$ cat config.mk
export PLATFORM = sky130hd
export DESIGN_NAME = fifo2_sync_flat
export DESIGN_NICKNAME = d
export VERILOG_FILES = /design/src/rtl/fifo2_sync_if.sv /design/src/rtl/fifo2_sync.sv /design/src/flat_wrapper.sv
export SDC_FILE = /design/constraint.sdc
export NUM_CORES = 1
export LEC_CHECK = 0
export BUFFER_PORTS_ARGS = -buffer_cell sky130_fd_sc_hd__buf_2
export CAP_MARGIN = 40
export CORE_MARGIN = 2
export CORE_UTILIZATION = 50
export DETAILED_ROUTE_END_ITERATION = 8
export GPL_TIMING_DRIVEN = 0
export HOLD_SLACK_MARGIN = 0.03
export PLACE_DENSITY = 0.73
export SETUP_SLACK_MARGIN = 0.5
export SYNTH_ARGS = -nofsm -noshare
export SYNTH_HDL_FRONTEND = slang
export SYNTH_SLANG_ARGS = --single-unit
$ cat constraint.sdc
create_clock -name clk -period 2.5 [get_ports clk]
set_input_delay 0.375 -clock clk [delete_from_list [all_inputs] [get_ports clk]]
set_output_delay 0.375 -clock clk [all_outputs]
set_load 0.1 [all_outputs]
$ cat src/rtl/fifo2_sync_if.sv
// fifo2_sync_if
// Groups the FIFO control, handshake, data and status signals into one bundle
// so the FIFO and its user connect through a single port.
//   clear        : synchronous flush request (active-high)
//   put / get    : write / read requests
//   data_in      : write data
//   data_out     : read data (registered head word)
//   empty_bar    : low when the FIFO holds no words
//   full_bar     : low when the FIFO holds DEPTH words
//   almost_full  : count >= AF_LEVEL
//   almost_empty : count <= AE_LEVEL
//   count        : number of stored words
//   overflow     : sticky, a put was rejected while full
//   underflow    : sticky, a get was rejected while empty
// master = the FIFO user, slave = the FIFO itself.
interface fifo2_sync_if #(
  parameter int WIDTH = 8,
  parameter int DEPTH = 16
);
  localparam int CW = $clog2(DEPTH) + 1;

  logic             clear;
  logic             put;
  logic             get;
  logic [WIDTH-1:0] data_in;
  logic [WIDTH-1:0] data_out;
  logic             empty_bar;
  logic             full_bar;
  logic             almost_full;
  logic             almost_empty;
  logic [CW-1:0]    count;
  logic             overflow;
  logic             underflow;

  modport master (
    output clear, put, get, data_in,
    input  data_out, empty_bar, full_bar, almost_full, almost_empty,
           count, overflow, underflow
  );

  modport slave (
    input  clear, put, get, data_in,
    output data_out, empty_bar, full_bar, almost_full, almost_empty,
           count, overflow, underflow
  );
endinterface

$ cat src/rtl/fifo2_sync.sv
// fifo2_sync
// Single-clock FIFO with registered status flags, sticky overflow/underflow
// and a selectable read style (registered read or first-word-fall-through).
//   clk       : single clock, all state changes on the rising edge
//   reset_bar : asynchronous active-low reset
//   fifoBus   : fifo2_sync_if slave port (clear, put, get, data_in, data_out,
//               empty_bar, full_bar, almost_full, almost_empty, count,
//               overflow, underflow)
module fifo2_sync #(
  parameter int DEPTH    = 16,
  parameter int WIDTH    = 8,
  parameter int AF_LEVEL = DEPTH - 2,
  parameter int AE_LEVEL = 2,
  parameter int FWFT     = 0
) (
  input  logic         clk,
  input  logic         reset_bar,
  fifo2_sync_if.slave  fifoBus
);
  localparam int AW = $clog2(DEPTH);
  localparam int CW = AW + 1;

  logic [WIDTH-1:0] r_mem [DEPTH];
  logic [AW-1:0]    r_wrPtr;
  logic [AW-1:0]    r_rdPtr;
  logic [CW-1:0]    r_count;
  logic             r_overflow;
  logic             r_underflow;
  logic [WIDTH-1:0] r_dataOut;

  logic             w_notEmpty;
  logic             w_isFull;
  logic             w_rdEn;
  logic             w_wrEn;
  logic [AW-1:0]    w_rdPtrNext;
  logic [WIDTH-1:0] w_headNext;

  assign w_notEmpty  = (r_count != '0);
  assign w_isFull    = (r_count == CW'(DEPTH));
  // A read frees a slot on the same edge, so a full FIFO still accepts a put
  // when a get is accepted alongside it.
  assign w_rdEn      = fifoBus.get & ~fifoBus.clear & w_notEmpty;
  assign w_wrEn      = fifoBus.put & ~fifoBus.clear & (~w_isFull | w_rdEn);
  assign w_rdPtrNext = r_rdPtr + 1'b1;

  // Next value of the output register. In registered-read mode it loads the
  // head on each accepted read. In fall-through mode it tracks the head word:
  // after a read it becomes the following entry, unless that entry is the one
  // being written this very edge, in which case it comes straight from data_in.
  always_comb begin
    w_headNext = r_dataOut;
    if (FWFT == 0) begin
      if (w_rdEn) w_headNext = r_mem[r_rdPtr];
    end else begin
      if (w_rdEn && (r_count > CW'(1)))
        w_headNext = r_mem[w_rdPtrNext];
      else if (w_wrEn && (!w_notEmpty || w_rdEn))
        w_headNext = fifoBus.data_in;
    end
  end

  // Storage is deliberately not reset; entries are only visible once written.
  always_ff @(posedge clk) begin
    if (w_wrEn) r_mem[r_wrPtr] <= fifoBus.data_in;
  end

  always_ff @(posedge clk or negedge reset_bar) begin
    if (!reset_bar) begin
      r_wrPtr     <= '0;
      r_rdPtr     <= '0;
      r_count     <= '0;
      r_overflow  <= 1'b0;
      r_underflow <= 1'b0;
      r_dataOut   <= '0;
    end else if (fifoBus.clear) begin
      r_wrPtr     <= '0;
      r_rdPtr     <= '0;
      r_count     <= '0;
      r_overflow  <= 1'b0;
      r_underflow <= 1'b0;
      r_dataOut   <= '0;
    end else begin
      if (w_wrEn) r_wrPtr <= r_wrPtr + 1'b1;
      if (w_rdEn) r_rdPtr <= w_rdPtrNext;
      case ({w_wrEn, w_rdEn})
        2'b10:   r_count <= r_count + 1'b1;
        2'b01:   r_count <= r_count - 1'b1;
        default: r_count <= r_count;
      endcase
      if (fifoBus.put && !w_wrEn)     r_overflow  <= 1'b1;
      if (fifoBus.get && !w_notEmpty) r_underflow <= 1'b1;
      r_dataOut <= w_headNext;
    end
  end

  // Flags come only from the registered count, never from put/get directly.
  assign fifoBus.count        = r_count;
  assign fifoBus.empty_bar    = w_notEmpty;
  assign fifoBus.full_bar     = ~w_isFull;
  assign fifoBus.almost_full  = (r_count >= CW'(AF_LEVEL));
  assign fifoBus.almost_empty = (r_count <= CW'(AE_LEVEL));
  assign fifoBus.overflow     = r_overflow;
  assign fifoBus.underflow    = r_underflow;
  assign fifoBus.data_out     = r_dataOut;
endmodule

$ cat src/flat_wrapper.sv
// flat-port wrapper written by rule: the top's interface ports become plain ports
module fifo2_sync_flat 
#(
  parameter int DEPTH    = 16,
  parameter int WIDTH    = 8,
  parameter int AF_LEVEL = DEPTH - 2,
  parameter int AE_LEVEL = 2,
  parameter int FWFT     = 0
)
  (clk, reset_bar, fifoBus_clear, fifoBus_put, fifoBus_get, fifoBus_data_in, fifoBus_data_out, fifoBus_empty_bar, fifoBus_full_bar, fifoBus_almost_full, fifoBus_almost_empty, fifoBus_count, fifoBus_overflow, fifoBus_underflow);
  fifo2_sync_if #(.WIDTH(WIDTH), .DEPTH(DEPTH)) fifoBus_i ();
  input  logic clk;
  input  logic reset_bar;
  input wire logic [$bits(fifoBus_i.clear)-1:0] fifoBus_clear;
  input wire logic [$bits(fifoBus_i.put)-1:0] fifoBus_put;
  input wire logic [$bits(fifoBus_i.get)-1:0] fifoBus_get;
  input wire logic [$bits(fifoBus_i.data_in)-1:0] fifoBus_data_in;
  output wire logic [$bits(fifoBus_i.data_out)-1:0] fifoBus_data_out;
  output wire logic [$bits(fifoBus_i.empty_bar)-1:0] fifoBus_empty_bar;
  output wire logic [$bits(fifoBus_i.full_bar)-1:0] fifoBus_full_bar;
  output wire logic [$bits(fifoBus_i.almost_full)-1:0] fifoBus_almost_full;
  output wire logic [$bits(fifoBus_i.almost_empty)-1:0] fifoBus_almost_empty;
  output wire logic [$bits(fifoBus_i.count)-1:0] fifoBus_count;
  output wire logic [$bits(fifoBus_i.overflow)-1:0] fifoBus_overflow;
  output wire logic [$bits(fifoBus_i.underflow)-1:0] fifoBus_underflow;
  assign fifoBus_i.clear = fifoBus_clear;
  assign fifoBus_i.put = fifoBus_put;
  assign fifoBus_i.get = fifoBus_get;
  assign fifoBus_i.data_in = fifoBus_data_in;
  assign fifoBus_data_out = fifoBus_i.data_out;
  assign fifoBus_empty_bar = fifoBus_i.empty_bar;
  assign fifoBus_full_bar = fifoBus_i.full_bar;
  assign fifoBus_almost_full = fifoBus_i.almost_full;
  assign fifoBus_almost_empty = fifoBus_i.almost_empty;
  assign fifoBus_count = fifoBus_i.count;
  assign fifoBus_overflow = fifoBus_i.overflow;
  assign fifoBus_underflow = fifoBus_i.underflow;
  fifo2_sync #(.DEPTH(DEPTH), .WIDTH(WIDTH), .AF_LEVEL(AF_LEVEL), .AE_LEVEL(AE_LEVEL), .FWFT(FWFT)) u_core (.clk(clk), .reset_bar(reset_bar), .fifoBus(fifoBus_i));
endmodule
==> results.json <==
{
  "synth.net_count": 379,
  "vdd_drop_max_mv": 0.5413,
  "worst_r2r_endpoint": "u_core.fifoBus.count[4]$_DFFE_PN0P_",
  "cp.arrival_ns": 2.99,
  "dpl_cell_area_sq_um": 6710,
  "first_pass_grt_wire_length_mm": 20.36,
  "worstPathBufferInverterCount": 2,
  "maximum_number_of_pins_on_one_net_before_global_route_repair": 24,
  "fin_hold_ws_ns": 0.3452,
  "synth_compound_gate_area_share_pct": 6.343,
  "post_synth_xor_area_fraction_pct": 1.269,
  "cellLeakagePower_nw": 2.771,
  "ant_nets": 0,
  "route.final.wire_length_mm": 14.22,
  "final_max_slew_viol_count": 0,
  "synth.avg_cell_area_sq_um": 17.31,
  "clock_tree.htree_level_count": 4,
  "clk_transition_reported_paths_ns": 0.06,
  "design_area_sq_um": 7989,
  "cp_max_fo": 3,
  "cts_inserted_buffers": 17,
  "status": "complete, but fails checks",
  "critical_path.endpoint_type": "flip-flop",
  "final.min_clock_period_ns": 2.731,
  "post_drt_via_cell_ratio": 5.750,
  "path_depth_of_the_worst_reg2reg_path": 11,
  "placement.io_buffers": 30,
  "final_cell_count_no_fill": 629,
  "failed_checks": "setup timing",
  "rows": 40,
  "worst-setup-path-type": "flip-flop to flip-flop",
  "netlist-cell-type-count": 41,
  "tritoncts": "yes",
  "power_density_nw_per_um2": 1066,
  "synth-adder-area-share_pct": 1.410,
  "skew_ns": 0.01281,
  "min-delay-path-class": "primary input to flip-flop",
  "initial_drc_count": 292,
  "grt_setup_unrepaired": "true",
  "cp_cell_sequence": "buf_6 -> or4_4 -> buf_8 -> o21ai_4 -> xnor2_1 -> ha_2 -> o31ai_2 -> nand2b_1 -> mux2i_4 -> a31o_1 -> a31oi_1",
  "post_synth_mux_area_share_pct": 11.76,
  "register_bit_count_reported_by_yosys": 151,
  "min_delay_path_depth": 1,
  "effective_utilization_at_floorplan_pct": 51.51,
  "area_of_the_die_sq_um": 13330,
  "actual_slew_at_the_worst_max_slew_pin_ns": 0.7188,
  "die_width_um": 115.5,
  "final_hold_viol_count": 0,
  "cts.root.buffer_cell": "sky130_fd_sc_hd__clkbuf_16",
  "n_antenna_cell": 0,
  "flow.area_growth_from_synthesis_pct": 28.57,
  "layout_common_cells": "sky130_fd_sc_hd__edfxtp_1, sky130_fd_sc_hd__mux4_2, sky130_fd_sc_hd__buf_2",
  "slew_headroom_pct": 52.08,
  "synth.yosys.seq_area_share_pct": 71.12,
  "max_freq_mhz": 366.1,
  "maxCapViolations": 0,
  "mostFrequentLayoutCell": "sky130_fd_sc_hd__edfxtp_1",
  "finalNetCount": 468,
  "top_level_ports": 32,
  "final_wtd_congestion": 0.8347,
  "num_vias": 3617,
  "setup_slack_ns": -0.2313,
  "cpMaxStageDelayCell": "sky130_fd_sc_hd__dfrtp_4",
  "yosys_warnings": 0,
  "drt_drc_violations_left": 0,
  "whs_endpoint": "u_core.r_mem[9][1]$_DFFE_PP_",
  "slowest_delay_ns": 0.48,
  "final.period_utilization_pct": 109.3,
  "numPlacedInstances": 557,
  "synth-simple-area-share_pct": 5.940,
  "timing.final.setup_violations": 5,
  "clock_latency_ns": 0.43,
  "globalRoute.totalOverflow": 0,
  "grt.total_usage_pct": 21.83,
  "synthesized_cell_area_sq_um": 6213,
  "timing.reg2reg.setup_slack_ns": -0.23,
  "cp-start-kind": "flip-flop",
  "synth_top_family_by_area": "multiplexers",
  "drive_above_1_share_pct": 44.03,
  "drt-pass1-iter-count": 5,
  "synth_cells": 359,
  "core_area_sq_um": 12060,
  "min_from": "fifoBus_data_in[1]",
  "cp_data_required_time_ns": 2.76,
  "routedWlPerCell_um": 22.60,
  "antenna_found_initial": 0,
  "clockBufferDepth": 2,
  "hpwl_mm": 8.397,
  "critical_path.top_delay_family": "compound AO/OA/AOI/OAI gates",
  "critical_path.reg2reg.startpoint": "u_core.fifoBus.count[1]$_DFFE_PN0P_",
  "die-height_um": 115.5,
  "vias_in_the_first_global_route": 3580,
  "clock_sinks": 151
}
## per-layer routing
| metal | track usage [%] | routed length (um) | part of all wire, % | up-vias |
|---|---|---|---|---|
| li1 | - | - | - | 1584 |
| met1 | 29.93 | 6053 | 43 | 1885 |
| met2 | 33.49 | 7160 | 50 | 124 |
| met3 | 7.322 | 743 | 5.2 | 24 |
| met4 | 7.068 | 258 | 1.8 | 0 |
| met5 | 0 | 0 | 0 | - |
## stage by stage
stage               setup WS [ns]  utilization, %  setup TNS (ns)  power (W)
global placement          -0.1552           55.63         -0.1777   0.005157
floorplan                 -0.1342               -         -0.2039   0.004759
global route              -0.2662           66.23          -4.270   0.008781
detailed placement        -0.2595           55.63         -0.4303   0.005193
finish                    -0.2313           66.23         -0.3864   0.008519
CTS                      -0.04958           64.45        -0.06462   0.008216
## worst max-delay path by stage
stage	start	endpoint	slack (ns)	depth (start not counted)
after CTS	u_core.fifoBus.count[2]$_DFFE_PN0P_	u_core.fifoBus.count[4]$_DFFE_PN0P_	-0.05	10
after floorplan	u_core.fifoBus.count[1]$_DFFE_PN0P_	u_core.fifoBus.count[4]$_DFFE_PN0P_	-0.13	11
after detailed placement	fifoBus_put	u_core.fifoBus.count[4]$_DFFE_PN0P_	-0.26	10
after global routing	u_core.fifoBus.count[1]$_DFFE_PN0P_	u_core.fifoBus.count[4]$_DFFE_PN0P_	-0.27	11
final	u_core.fifoBus.count[1]$_DFFE_PN0P_	u_core.fifoBus.count[4]$_DFFE_PN0P_	-0.23	11
after global placement	u_core.fifoBus.count[2]$_DFFE_PN0P_	u_core.fifoBus.count[4]$_DFFE_PN0P_	-0.16	10
## Yosys cell counts, drive strengths merged
cell,count,area share (%)
nor2,25,1.5
nor4,2,0.20
inv,10,0.60
nand2b,3,0.30
or2,1,0.10
a21o,1,0.12
o31a,1,0.14
nor3,2,0.16
xnor2,6,0.85
clkbuf,9,0.54
a2111oi,1,0.14
a22oi,16,1.9
a311oi,1,0.24
a21oi,22,1.8
nand3b,1,0.12
buf,11,1.0
nor3b,1,0.12
dfrtp,23,9.3
nor2b,2,0.20
or4,2,0.30
o31ai,3,0.58
edfxtp,128,62
xor2,3,0.42
nor4b,2,0.28
a21boi,1,0.12
a31o,1,0.14
nand2,12,0.72
and2,13,1.3
mux4,32,12
nand4,2,0.20
ha,7,1.4
nand3,5,0.40
a31oi,3,0.30
o21ai,6,0.85
mux2i,1,0.16
## final cells by class
cell class | instances | area [sq um]
Clock inverter | 1 | 5.005
Tap cell | 168 | 210.2
Clock buffer | 31 | 579.3
Sequential cell | 151 | 4433
Inverter | 10 | 40.04
Timing Repair Buffer | 70 | 583.1
Buffer | 20 | 135.1
Fill cell | 756 | 4073
Multi-Input combinational cell | 178 | 2003
## logic make-up after synthesis
kind of cell	Yosys count
xor+xnor	9
buf+inv	30
fa+ha+maj	7
simple gates	73
compound gates	56
mux	33
flops	151
## state kept, by name (all words and copies together) (netlist names)
| signal | flops |
|---|---|
| u_core.fifoBus.underflow | 1 |
| u_core.r_mem | 128 |
| u_core.fifoBus.count | 5 |
| u_core.r_wrPtr | 4 |
| u_core.r_rdPtr | 4 |
| u_core.fifoBus.data_out | 8 |
| u_core.fifoBus.overflow | 1 |
## power breakdown
part           leakage, nW  switching (W)  internal, W
sequential            1.46      0.0000867      0.00285
combinational         1.03        0.00182      0.00131
clock                0.289       0.000914      0.00154
total                 2.77        0.00282      0.00570
## timing repair
item	4_1_cts	5_1_grt
hold endpoints to repair	23	0
cloned	0	0
pin swaps	30	17
setup endpoints to repair	146	149
resized for setup	76	19
hold buffers	1	0
setup buffers	24	15
(Power assumes the default switching activity.)
